**src/rtl/serial_subtractor.sv**
```systemverilog
`default_nettype none
// ============================================================================
// Module   : serial_subtractor
// Purpose  : Bit-serial unsigned subtractor, LSB first, one bit per clock.
// Revision : 1.0 - initial release
// ============================================================================
module serial_subtractor #(
    parameter int WIDTH = 8
) (
    input  logic             clk,
    input  logic             reset,
    input  logic             start,
    input  logic [WIDTH-1:0] minuend,
    input  logic [WIDTH-1:0] subtrahend,
    output logic             busy,
    output logic             done,
    output logic [WIDTH-1:0] difference,
    output logic             borrow_out
);

    localparam int               CNT_W  = $clog2(WIDTH + 1);
    localparam logic [CNT_W-1:0] C_LAST = CNT_W'(WIDTH - 1);

    typedef enum logic [1:0] {
        S_IDLE = 2'd0,
        S_RUN  = 2'd1,
        S_DONE = 2'd2
    } state_t;

    state_t           r_state;
    state_t           w_state_next;
    logic [WIDTH-1:0] r_a;
    logic [WIDTH-1:0] r_b;
    logic [WIDTH-1:0] r_res;
    logic [CNT_W-1:0] r_cnt;
    logic             r_borrow;
    logic             r_busy;
    logic             r_done;
    logic [WIDTH-1:0] r_diff;
    logic             r_bout;

    logic             w_a;
    logic             w_b;
    logic             w_d;
    logic             w_borrow_next;
    logic             w_last;
    logic [WIDTH-1:0] w_res_next;

    // Single subtractor cell; shift form keeps WIDTH=1 legal.
    assign w_a           = r_a[0];
    assign w_b           = r_b[0];
    assign w_d           = w_a ^ w_b ^ r_borrow;
    assign w_borrow_next = (~w_a & w_b) | (~(w_a ^ w_b) & r_borrow);
    assign w_res_next    = (r_res >> 1) | (WIDTH'(w_d) << (WIDTH - 1));
    assign w_last        = (r_state == S_RUN) && (r_cnt == C_LAST);

    always_ff @(posedge clk) begin
        if (reset) begin
            r_state <= S_IDLE;
        end else begin
            r_state <= w_state_next;
        end
    end

    always_comb begin
        w_state_next = r_state;
        case (r_state)
            S_IDLE:  if (start)  w_state_next = S_RUN;
            S_RUN:   if (w_last) w_state_next = S_DONE;
            S_DONE:  w_state_next = S_IDLE;
            default: w_state_next = S_IDLE;
        endcase
    end

    always_ff @(posedge clk) begin
        if (reset) begin
            r_a      <= '0;
            r_b      <= '0;
            r_res    <= '0;
            r_cnt    <= '0;
            r_borrow <= 1'b0;
            r_busy   <= 1'b0;
            r_done   <= 1'b0;
            r_diff   <= '0;
            r_bout   <= 1'b0;
        end else begin
            r_done <= w_last;
            case (r_state)
                S_IDLE: begin
                    if (start) begin
                        r_a      <= minuend;
                        r_b      <= subtrahend;
                        r_borrow <= 1'b0;
                        r_cnt    <= '0;
                        r_busy   <= 1'b1;
                    end
                end
                S_RUN: begin
                    r_res    <= w_res_next;
                    r_a      <= r_a >> 1;
                    r_b      <= r_b >> 1;
                    r_borrow <= w_borrow_next;
                    r_cnt    <= r_cnt + CNT_W'(1);
                    // Outputs change only here, so partial results never leak.
                    if (w_last) begin
                        r_diff <= w_res_next;
                        r_bout <= w_borrow_next;
                    end
                end
                S_DONE: begin
                    r_busy <= 1'b0;
                end
                default: begin
                    r_busy <= 1'b0;
                end
            endcase
        end
    end

    assign busy       = r_busy;
    assign done       = r_done;
    assign difference = r_diff;
    assign borrow_out = r_bout;

endmodule
`default_nettype wire
```
**config.mk**
```make
export PLATFORM = sky130hd
export DESIGN_NAME = serial_subtractor
export DESIGN_NICKNAME = d
export VERILOG_FILES = /design/src/rtl/serial_subtractor.sv
export SDC_FILE = /design/constraint.sdc
export NUM_CORES = 1
export LEC_CHECK = 0
export ABC_AREA = 1
export CORE_ASPECT_RATIO = 0.8
export CORE_MARGIN = 2
export CORE_UTILIZATION = 47
export DETAILED_ROUTE_END_ITERATION = 8
export PLACE_DENSITY_LB_ADDON = 0.25
export SLEW_MARGIN = 20
export SYNTH_ARGS = -nofsm -noshare
export SYNTH_HDL_FRONTEND = slang
export SYNTH_SLANG_ARGS = --single-unit
```
**constraint.sdc**
```tcl
create_clock -name clk -period 1.2 [get_ports clk]
set_input_delay 0.12 -clock clk [delete_from_list [all_inputs] [get_ports clk]]
set_output_delay 0.12 -clock clk [all_outputs]
set_load 0.005 [all_outputs]
```
==> run summary <==
The total number of yosys warnings came out at 0. In this run the number of H-tree levels came out at 2. The fraction of layout cells with a size suffix above 1 is 0.197.

The via count of the first global-routing pass came to 1,512. The number of detailed-routing iterations run before antenna repair is 4. The global-route wire length before repair came out at between 6 and 7 mm. The number of buffers inserted by port buffering is 29. The flip-flop cell with the highest count after synthesis is sky130_fd_sc_hd__dfxtp_1. The critical path start-end classification is reg -> reg. STA classifies the critical path endpoint as a flop. The cell area after placement is 2170 um2. The antenna cell count is 0. The clock sink count came out at a little over 40.

The final worst clock skew is 0.00651 ns. STA classifies the critical path startpoint as a flop. At the end of the flow, the number of nets in the layout was roughly 300. In this run the worst hold path is classified as in -> reg.

The number of enable-type register cells in the synthesized netlist came out at 0. For this design, the slowest cell found on the critical path is sky130_fd_sc_hd__fa_1. Routability-driven placement finished with a final weighted congestion of ~0.75. The sequential cell area fraction in the yosys report is 0.462. Once detailed placement completed, the half-perimeter wirelength came to 2.55 mm. The async set-reset flop share out of synthesis is 0. The die boundary height is between 50 and 60 um.

In this design, the stage delay of the slowest critical-path cell is about 0.50 ns. After detailed routing, the number of vias per cell comes to roughly 5.0. The maximum number of pins on one net before global-route repair is 25. The count of final max-slew check failures is 0.

The number of antenna violations at the first check in global routing came to 0. The most used standard cell by instance count after synthesis is sky130_fd_sc_hd__nand2_1. The initialized floorplan defines 19 standard-cell rows. The effective utilization at floorplan is 0.505. The count of endpoints failing setup in the final report is 0. STA puts the critical path data required time at between 1 and 1.5 ns.

The share of total power dissipated in combinational logic is 0.118. For this design the ratio of total power to cell area is between 1000 and 1500 nW/um2. The number of clock buffers added by TritonCTS is 5.

The switching power is just over 700 uW. After routing, the total negative slack on setup checks comes to 0 ns. The fraction of power spent switching nets came out at 0.229. The share of the cycle needed by the critical path after routing came out at 0.998. The area growth from synthesis to final layout is 34.4%. The maximum buffer depth of the clock tree is 2. The design draws about 3.1 mW.

The overall via count from detail_route came out at approximately 1,700. The register share of total power came out at 0.464. The internal power is roughly 2.4 mW.

The critical path goes through inv_2 > fa_1 > o21ai_2 > nor2_1. The area share of the largest cell type after synthesis came out at 0.462. After clock tree synthesis, the clock-pin slew on the worst setup and hold paths is roughly 0.080 ns.

The total wire length after detailed routing came out at 4.01 mm. The cell area after synthesis came out at 1780 um2. Of all cell types, the one taking the most synthesized area is sky130_fd_sc_hd__dfxtp_1.

The max-cap check violation count came out at 0. For this design the top-level I/O count stands at 30. At the pin with the least slew margin, the transition time is roughly 0.23 ns. In this run the remaining antenna-violating nets after routing total 0. The post-layout minimum cycle time is 1.20 ns. The net count after synthesis came out at 267.

Setup repair after global routing could not meet its margin everywhere. The library cell used as clock root buffer is sky130_fd_sc_hd__clkbuf_8. In this run the mean area of a mapped cell was 7.22 um2. By area the synthesized netlist is led by sky130_fd_sc_hd__dfxtp_1 (46%), sky130_fd_sc_hd__nand2_1 (13%), sky130_fd_sc_hd__nand3_1 (10%). The overall overflow remaining after global route is 0. The commonest cells after synthesis are sky130_fd_sc_hd__nand2_1 (60), sky130_fd_sc_hd__nor2_1 (46), sky130_fd_sc_hd__dfxtp_1 (41). The share of total power dissipated in the clock network is 0.418. The number of distinct library cells after synthesis came out at 23. For this run, design rule violations remaining after detail routing come to 0. Headroom to the max-slew limit came out at 0.844. The peak ir drop on the vdd network is 1.05 mV. The flop and latch count out of synthesis came out at 41. The critical path data arrival time is between 1 and 1.5 ns. Dividing the detail-routed wire length by the instance count gives 12.1 um. In the global route stage, overall resource usage came out at 0.209. In this run the static leakage power is around 1.1 nW. On the critical path the largest part of the delay comes from adder cells. The number of standard cells after synthesis is 246. From left edge to right edge, the die measures ~73 um. The later pin in the worst-skew pair is clocked with a latency of approximately 0.30 ns. TritonCTS built the clock tree. The number of failing hold endpoints at the final stage is 0. The violation count after the first detailed-routing iteration is 99. The total non-filler cell area in the finished layout came out at between 2000 and 2500 um2. The full die area is approximately 4300 um2. The number of buffers and inverters on the critical path is 1. The placeable core area came out at 3520 um2. The top achievable clock speed came out at around 840 MHz. The flow ran to the end, and the final reports show no timing, DRC or antenna violations. The worst-path maximum fanout came out at 2.
[path summary, 6_finish.rpt]
check                        start  slack [ns]                         end  cells past startpoint
max          r_borrow$_SDFFE_PP0P_       0.003       r_res[7]$_SDFFE_PP0P_                      4
min                  subtrahend[7]        0.37         r_b[7]$_SDFFE_PP0P_                      3
max reg2reg  r_borrow$_SDFFE_PP0P_       0.003       r_res[7]$_SDFFE_PP0P_                      4
min reg2reg  r_res[1]$_SDFFE_PP0P_        0.47  difference[0]$_SDFFE_PP0P_                      2
[registers in the layout, indices dropped and copies added, names as in the netlist]
| signal | count |
|---|---|
| difference | 8 |
| r_a | 8 |
| r_b | 8 |
| r_res | 7 |
| r_cnt | 4 |
| r_state | 2 |
| borrow_out | 1 |
| busy | 1 |
| done | 1 |
| r_borrow | 1 |
[power groups by stage]
stage / clock network [mW] / registers, mW / logic (mW)
2_1_floorplan: 0 / 1.48 / 0.210
3_3_place_gp: 0 / 1.49 / 0.346
3_5_place_dp: 0 / 1.49 / 0.352
4_1_cts: 1.32 / 1.46 / 0.363
5_1_grt: 1.38 / 1.47 / 0.413
6_report: 1.31 / 1.46 / 0.371
[worst register-to-register path: stages (launching register included)]
cell                      delay [ns]
sky130_fd_sc_hd__dfxtp_2        0.34
sky130_fd_sc_hd__inv_2          0.04
sky130_fd_sc_hd__fa_1           0.50
sky130_fd_sc_hd__o21ai_2        0.16
sky130_fd_sc_hd__nor2_1         0.06
[final cells by class]
type	instances	area, um2
repair buffers	46	445
clock inverters	3	65.1
clock buffers	5	68.8
multi-input cells	172	837
fillers	304	1130
inverters	22	82.6
well taps	42	52.6
flip-flops and latches	41	835
[through the flow]
step | setup slack, ns | cells | hold WS [ns] | utilization
global route | -0.0549 | 331 | 0.404 | 0.678
floorplan | 0.00464 | 246 | 0.263 | -
detailed placement | -0.0632 | 318 | 0.451 | 0.617
finish | 0.00296 | 331 | 0.375 | 0.678
CTS | -0.0184 | 329 | 0.377 | 0.669
global placement | -0.0273 | 318 | 0.451 | 0.617
[cells by family (layout without fill, tap and decap cells)]
logic type	after synthesis	after routing	synth area share
buf+inv	35	76	0.0980
simple gates	150	152	0.369
flops	41	41	0.462
compound gates	18	18	0.0529
fa+ha+maj	2	2	0.0183
[cell usage in the layout, fill, tap and decap left out, types with 4 or more instances in the layout]
cell type,n
sky130_fd_sc_hd__nand2_1,56
sky130_fd_sc_hd__dlygate4sd2_1,11
sky130_fd_sc_hd__inv_2,4
sky130_fd_sc_hd__nand2_2,6
sky130_fd_sc_hd__clkdlybuf4s50_1,18
sky130_fd_sc_hd__inv_1,18
sky130_fd_sc_hd__dfxtp_1,30
sky130_fd_sc_hd__dfxtp_2,11
sky130_fd_sc_hd__nor2_1,45
sky130_fd_sc_hd__a21oi_1,8
sky130_fd_sc_hd__o21ai_0,8
sky130_fd_sc_hd__nand3_1,37
sky130_fd_sc_hd__buf_4,13
sky130_fd_sc_hd__clkbuf_8,5
[layer usage]
layer	track usage	vias up	wire length, um
met3	0.0459	4	209
met5	0	-	0
met1	0.257	767	1870
met4	0.108	0	55
met2	0.345	34	1880
li1	-	852	-
[timing repair]
item,in CTS,in global routing
endpoints found under the setup margin,20,27
pin swaps,5,7
hold buffers,0,0
resized for setup,26,9
cloned,2,0
setup buffers,1,2
Note: power is estimated with default switching activity, not from simulation.
